## src/rtl/riscv_lsu.sv

```systemverilog
// Single-outstanding load/store unit: aligns core requests onto a 32-bit word bus.
// Optional RISCV_LSU_MISALIGN_TRAP_EN: misaligned half/word accesses complete with an error instead of being issued.
module riscv_lsu #(
  parameter int TIMEOUT = 16
) (
  input  logic        clk,
  input  logic        x_reset,
  input  logic        req_valid,
  output logic        req_ready,
  input  logic        req_we,
  input  logic [1:0]  req_size,
  input  logic        req_unsigned,
  input  logic [31:0] req_addr,
  input  logic [31:0] req_wdata,
  output logic        resp_valid,
  output logic [31:0] resp_rdata,
  output logic        resp_err,
  output logic        mem_req,
  input  logic        mem_gnt,
  output logic        mem_we,
  output logic [3:0]  mem_be,
  output logic [31:0] mem_addr,
  output logic [31:0] mem_wdata,
  input  logic        mem_rvalid,
  input  logic [31:0] mem_rdata
);

  typedef enum logic [1:0] {IDLE, REQ, WAIT, RESP} state_t;

  state_t      state_q, state_d;
  logic [7:0]  cnt_q;
  logic [1:0]  size_q, off_q;
  logic        uns_q;
  logic [31:0] rdata_q;
  logic        err_q;

  logic        accept, misalign, wait_to;
  logic [3:0]  be_d;
  logic [31:0] wdata_d, ld_data;
  logic [3:0][7:0] rbytes;
  logic [7:0]  ld_b;
  logic [15:0] ld_h;

  assign accept  = req_valid && req_ready;
  assign wait_to = (cnt_q == 8'(TIMEOUT - 1));

`ifdef RISCV_LSU_MISALIGN_TRAP_EN
  assign misalign = ((req_size == 2'b01) && req_addr[0]) ||
                    (req_size[1] && (req_addr[1:0] != 2'b00));
`else
  assign misalign = 1'b0;
`endif

  // Lane steering for the outgoing write; size 11 behaves as a word.
  always_comb begin
    be_d    = 4'b1111;
    wdata_d = req_wdata;
    case (req_size)
      2'b00: begin
        be_d    = 4'b0001 << req_addr[1:0];
        wdata_d = {4{req_wdata[7:0]}};
      end
      2'b01: begin
        be_d    = 4'b0011 << {req_addr[1], 1'b0};
        wdata_d = {2{req_wdata[15:0]}};
      end
      default: ;
    endcase
  end

  assign rbytes = mem_rdata;
  assign ld_b   = rbytes[off_q];
  assign ld_h   = off_q[1] ? mem_rdata[31:16] : mem_rdata[15:0];

  always_comb begin
    ld_data = mem_rdata;
    case (size_q)
      2'b00:   ld_data = {{24{~uns_q & ld_b[7]}}, ld_b};
      2'b01:   ld_data = {{16{~uns_q & ld_h[15]}}, ld_h};
      default: ;
    endcase
  end

  always_comb begin
    state_d = state_q;
    case (state_q)
      IDLE: if (accept) state_d = misalign ? RESP : REQ;
      REQ:  if (mem_gnt) state_d = mem_we ? RESP : WAIT;
      WAIT: if (mem_rvalid || wait_to) state_d = RESP;
      RESP: state_d = IDLE;
      default: state_d = IDLE;
    endcase
  end

  always_ff @(posedge clk) begin
    if (x_reset) begin
      state_q   <= IDLE;
      cnt_q     <= '0;
      size_q    <= '0;
      off_q     <= '0;
      uns_q     <= 1'b0;
      rdata_q   <= '0;
      err_q     <= 1'b0;
      mem_we    <= 1'b0;
      mem_be    <= '0;
      mem_addr  <= '0;
      mem_wdata <= '0;
    end else begin
      state_q <= state_d;
      case (state_q)
        IDLE: if (accept) begin
          size_q    <= req_size;
          off_q     <= req_addr[1:0];
          uns_q     <= req_unsigned;
          err_q     <= misalign;
          rdata_q   <= '0;
          mem_we    <= req_we;
          mem_be    <= be_d;
          mem_addr  <= {req_addr[31:2], 2'b00};
          mem_wdata <= wdata_d;
        end
        REQ: if (mem_gnt) cnt_q <= '0;
        // rvalid wins over a timeout landing on the same cycle
        WAIT: begin
          cnt_q <= cnt_q + 8'd1;
          if (mem_rvalid)   rdata_q <= ld_data;
          else if (wait_to) err_q   <= 1'b1;
        end
        default: ;
      endcase
    end
  end

  assign req_ready  = (state_q == IDLE) && !x_reset;
  assign mem_req    = (state_q == REQ);
  assign resp_valid = (state_q == RESP);
  assign resp_rdata = resp_valid ? rdata_q : 32'h0;
  assign resp_err   = resp_valid & err_q;

endmodule

```

## config.mk

```make
export PLATFORM = sky130hd
export DESIGN_NAME = riscv_lsu
export DESIGN_NICKNAME = d
export VERILOG_FILES = /design/src/rtl/riscv_lsu.sv
export SDC_FILE = /design/constraint.sdc
export NUM_CORES = 1
export LEC_CHECK = 0
export BUFFER_PORTS_ARGS = -buffer_cell sky130_fd_sc_hd__buf_2
export CAP_MARGIN = 20
export CORE_MARGIN = 4
export CORE_UTILIZATION = 44
export DETAILED_ROUTE_END_ITERATION = 10
export GPL_ROUTABILITY_DRIVEN = 0
export GPL_TIMING_DRIVEN = 0
export PLACE_DENSITY_LB_ADDON = 0.05
export SLEW_MARGIN = 30
export SYNTH_ARGS = -nofsm -noshare
export SYNTH_HDL_FRONTEND = slang
export SYNTH_SLANG_ARGS = --single-unit
```

## constraint.sdc

```tcl
create_clock -name clk -period 2 [get_ports clk]
set_input_delay 0.1 -clock clk [delete_from_list [all_inputs] [get_ports clk]]
set_output_delay 0.1 -clock clk [all_outputs]
set_load 0.03 [all_outputs]
```

* Word level (Yosys, flattened, before mapping)
Cells that the tools add are included.
** Operators by class
- Add/sub/neg operators :: 1
- Magnitude comparators :: 1
- Equal/unequal tests :: 12
- Shift operators :: 2
- Multiplexer cells :: 21
- Bitwise gates (word level) :: 4
- Reduce and logical (&&, ||, !) cells :: 14
** Operators by type and width (count)
- one-hot mux 32 bit (2 select lines) :: 3
- two-way mux 32 bit :: 3
- binary-select mux 8 bit (select 2 bit) :: 1
- two-way mux 16 bit :: 1
- two-way mux 8 bit :: 2
- one-hot mux 8 bit (2 select lines) :: 1
- != test 2 bit (second input constant) :: 5
- adder 8 x 1 -> 8 bit (second input constant) :: 1
- == test 8 x 4 -> 1 bit (second input constant) :: 1
- one-hot mux 2 bit (4 select lines) :: 1
- one-hot mux 4 bit (2 select lines) :: 1
- == test 2 x 1 -> 1 bit (second input constant) :: 3
- logical NOT 2 bit :: 3
- two-way mux 2 bit :: 3
- AND reduction 3 bit :: 2
- == test 2 bit (second input constant) :: 2
- two-way mux 1 bit :: 4
- AND reduction 2 bit :: 2
- AND reduction 4 bit :: 1
- nonzero test 2 bit :: 2
- left shift 1 x 2 -> 4 bit (first input constant) :: 1
- left shift 2 x 2 -> 4 bit (first input constant) :: 1
- AND 1 bit :: 3
- < comparator 2 x 3 -> 1 bit (second input constant) :: 1
- other kinds (6) :: 7
** Word-level totals
- Register bits :: 115
- Input port bits :: 105
- Output and inout bits :: 105
- Word-level logic and storage cells :: 66

* Longest topological paths before layout
- Depth in word-level cells :: 6
- Depth in mapped cells :: 9

* Worst setup path after synthesis
No wires, ideal clock.
- Path kind :: register -> register
- Start point :: register state_q[0]
- End point :: register mem_wdata[29]
- Arrival time :: 1.905 ns
- Data required time :: 1.869 ns
- Path slack :: -0.036 ns
- Stages on the path, launching flop included :: 9
- Path buffers :: 2
- Period minus slack after synthesis :: 2.036 ns
- Path through :: dfxtp_1 -> inv_1 -> ha_1 -> buf_2 -> nor2b_1 -> nand2_1 -> clkbuf_1 -> nand3b_1 -> o21ai_0
** Between the ends
- Cells in the longest elaborated chain, start to end :: 4
** RTL lines
- from (decl) :: RTL line 30 : state_t state_q, state_d;
- from (signal assigned) :: RTL line 109 : state_q <= state_d;
- logical NOT 2 bit :: RTL line 134 : assign req_ready = (state_q == IDLE) && !x_reset;
- logical AND 1 bit :: RTL line 134
- via req_ready :: RTL line 9 : output logic req_ready,
- logical AND 1 bit :: RTL line 44 : assign accept = req_valid && req_ready;
- AND reduction 2 bit (no source line)
- to (signal assigned) :: RTL line 120 : mem_wdata <= wdata_d;
- to (decl) :: RTL line 23 : output logic [31:0] mem_wdata,
The timed path passes the listed nets, and every way through them passes these cells.
A chain may end at the register's enable or synchronous reset.

* Worst setup path after layout
- Start point :: register state_q[0]
- End point :: register rdata_q[5]
** Between the ends
- Cells in the longest elaborated chain, start to end :: 5
- Elaborated cells between the ends (all ways) :: 9
- Those cells by class :: eq/ne (3); mux (1); reduce/logical (5)
** RTL lines
- logical NOT 2 bit :: RTL line 110, 134
- logical AND 1 bit :: RTL line 134
- logical AND 1 bit :: RTL line 44
- != test 2 bit (no source line)
- AND reduction 3 bit (no source line)
- to (signal assigned) :: RTL line 126 : if (mem_rvalid) rdata_q <= ld_data;
- to (decl) :: RTL line 34 : logic [31:0] rdata_q;
Several ways; a longest one is shown, not always the timed one.

==> results.md <==
- Outcome: finished, final reports clean
- Portion of the post-synthesis area used by sequential elements: 42.25%
- Synthesis-stage register bit count: 115
- Critical Path AT: 2.25 ns
- Time the worst path needs with I/O delays and setup: 1.962 ns
- Wirelength per Cell: 16.83 um
- Count of flip-flops with a built-in enable after synthesis: 0
- Post-Syn Area: 5449 um2
- Setup crit start kind: flop
- Initial cell density of the core: 45.18%
- Post-synthesis cell count: 608
- Final setup violating endpoints: 0
- Buffers on Ports: 207
- Number of endpoints with negative hold slack in the final report: 0
- Start-to-end type of the worst setup path: reg2reg
- Largest driver fanout on the critical path: 10
- Yosys top cell area share: 42.25%
- Worst-path cell chain: inv_4 -> ha_2 -> buf_6 -> mux2i_1 -> a21o_1 -> nor2b_4 -> buf_6 -> buf_8 -> a221o_1
- Worst min path class: in2reg
- Worst Setup End Kind: flop
- Lkg Pwr: 0.003647 uW
- Total I/O pin count: 210
- Most common cell in the netlist: dfxtp_1
- Cell mode on critical path: buf_6
- Largest buffer count on any clock path: 2
- Worst voltage drop across the vdd grid: 0.6177 mV
- Crit-path max cell delay: 0.38 ns
- Prevailing post-synth register cell: dfxtp_1
- Share of post-route cells with drive strength above 1: 32.40%
- Initial detailed-routing violation count: 391
- Transition time at the pin with the least slew margin: 0.9585 ns
- H-tree depth reported by CTS: 4
- Vias: 5798
- Count of final max-slew check failures: 0
- Buf/Inv on CP: 4
- Cell family contributing the most delay on the critical path: compound AO/OA/AOI/OAI gates
- Number of vias per cell: 5.295
- Sum of net half-perimeters after detailed placement: 12710 um
- Final instance count without filler cells: 1095
- Relative slew margins: 35.86%
- Setup TNS: 0 ns
- Die area: 14230 um2
- Setup repair after global routing missed its margin: false
- Final worst path period share: 98.11%
- Global-route wire length before repair: 29170 um
- Required time reported for the critical path endpoint: 2.29 ns
- Final standard cell utilization of the core: 68.02%
- Synth async-reset ratio: 0%
- Placed cell count: 984
- Cell taking the most area after synthesis: dfxtp_1
- DRT antenna net count: 0
- Top cell types by occurrence after synthesis: dfxtp_1, nand2_1, o21ai_0
- Wirelength, routed: 18430 um
- Clock root cell: clkbuf_16
- Syn. warnings: 0
- Vias in the first global route: 5767
- Post-route clock skew: 0.01518 ns
- FP Rows: 40
- Power density over the cells: 1057 nW/um2
- Core outline area: 12060 um2
- Initial antenna violation count: 1
- Clock Sinks: 115
- Area Growth Syn to Fin: 50.56%
- Final global-route overflow total: 0
- Post-layout nets: 1024
- Cell types occupying the most area after synthesis: dfxtp_1, nand2_1, o21ai_0
- Number of buffers added by the clock tree synthesis step: 17
- Combined global-route utilization of all metal layers: 25.56%
- Clock latency on the worst-skew pair: 0.42 ns
- Average instance area after synthesis: 8.962 um2
- Clock tree from TritonCTS: done
- Number of maximum-capacitance constraint violations: 0
- Number of distinct standard cells referenced by the synthesized netlist: 48
- Clock-pin slew of the registers on the worst-case setup and hold paths: 0.05 ns
- Slowest CP cell: dfxtp_4
- Total DRC errors in the routed layout: 0
- Die X: 119.3 um
- 1st-pass router iterations: 7
- Y dimension of the die: 119.3 um
- Achievable frequency: 509.6 MHz
- Largest net degree at the start of global routing: 17
==> repair_timing <==
| item | 4_1_cts | 5_1_grt |
|---|---|---|
| gates resized for setup | 8 | 17 |
| endpoints found under the setup margin | 58 | 94 |
| setup buffers | 3 | 2 |
| hold endpoints to repair | 73 | 0 |
| gates cloned | 1 | 0 |
| pin swaps | 1 | 2 |
| hold buffers | 73 | 0 |
==> registers in the layout, indices dropped and copies added (netlist names) <==
register	cells
mem_wdata	32
rdata_q	32
mem_addr	30
cnt_q	8
mem_be	4
off_q	2
size_q	2
state_q	2
err_q	1
mem_we	1
uns_q	1
==> cells in the final DEF, fill, tap and decap left out, drive strengths merged, types with 8 or more instances in the layout <==
master | netlist | routed
a21oi | 33 | 33
nor2 | 25 | 25
nand2b | 38 | 38
nand3b | 14 | 14
a221oi | 8 | 8
dfxtp | 115 | 115
a221o | 23 | 23
nand2 | 85 | 85
dlygate4sd3 | 0 | 73
o21ai | 63 | 63
clkbuf | 24 | 49
buf | 25 | 235
a211oi | 10 | 10
and2 | 41 | 41
mux2i | 28 | 28
==> final cells by class <==
class | instances | area [um2]
antenna | 1 | 2.502
buffer | 48 | 289.0
clock buffer | 23 | 488.0
clock inverter | 9 | 173.9
fill | 982 | 3857
inverter | 6 | 25.02
multi-input combinational | 439 | 2884
sequential | 115 | 2307
tap | 168 | 210.2
timing repair buffer | 286 | 1824
==> worst register-to-register path, delay by kind of cell (launching register included) <==
family                   cells  cell delay, ns
AO/OA/AOI/OAI                2            0.55
adder cells (fa/ha/maj)      1            0.18
flip-flops                   1            0.38
buffers and inverters        4            0.46
multiplexers                 1            0.12
AND/OR/NAND/NOR              1            0.14
==> power by group <==
group / internal (uW) / switching [uW] / leakage, uW
registers: 2590 / 178 / 0.000940
logic: 947 / 1560 / 0.00238
clock network: 2340 / 1060 / 0.000327
==> through the flow <==
step / total power, uW / setup WS (ns) / instance area, um2 / hold slack, ns
after detailed placement: 5052 / -0.2866 / 6701 / 0.2996
after global placement: 4995 / -0.2166 / 6701 / 0.2953
after global routing: 9045 / 0.003400 / 8204 / 0.03047
after floorplan: 4332 / 0.1139 / 5455 / 0.2085
final: 8670 / 0.03783 / 8204 / 0.01664
after CTS: 8594 / 0.006015 / 8143 / 0.001745
==> path summary, 6_finish.rpt <==
check           startpoint       endpoint  slack [ns]  depth (start not counted)
max             state_q[0]     rdata_q[5]        0.04                          9
min          req_wdata[11]  mem_wdata[11]        0.02                          3
max reg2reg     state_q[0]     rdata_q[5]        0.04                          9
min reg2reg  mem_wdata[26]  mem_wdata[26]        0.45                          2
==> cell families (layout without fill, tap and decap cells) <==
group | Yosys count | count (layout) | share of synthesized area [%]
AOI/OAI and AO/OA | 159 | 159 | 18.81
xor gates and xnor gates | 3 | 3 | 0.4823
adders and majority gates | 6 | 6 | 1.378
buffers and inverters | 55 | 372 | 5.373
DFF | 115 | 115 | 42.25
muxes | 42 | 42 | 9.483
other | 1 | 3 | 0.06882
and+or+nand+nor | 227 | 227 | 22.16
==> layer usage <==
layer  share of wire, %  GRT usage (%)  wire (um)  vias up
met1                 41          31.24       7634     2737
met3                7.9          8.025       1454       41
met5                  0              0          0        -
li1                   -              -          -     2762
met2                 48          41.61       8866      258
met4                2.6          10.57        478        0
No activity file was read; power rests on OpenSTA's default activity.
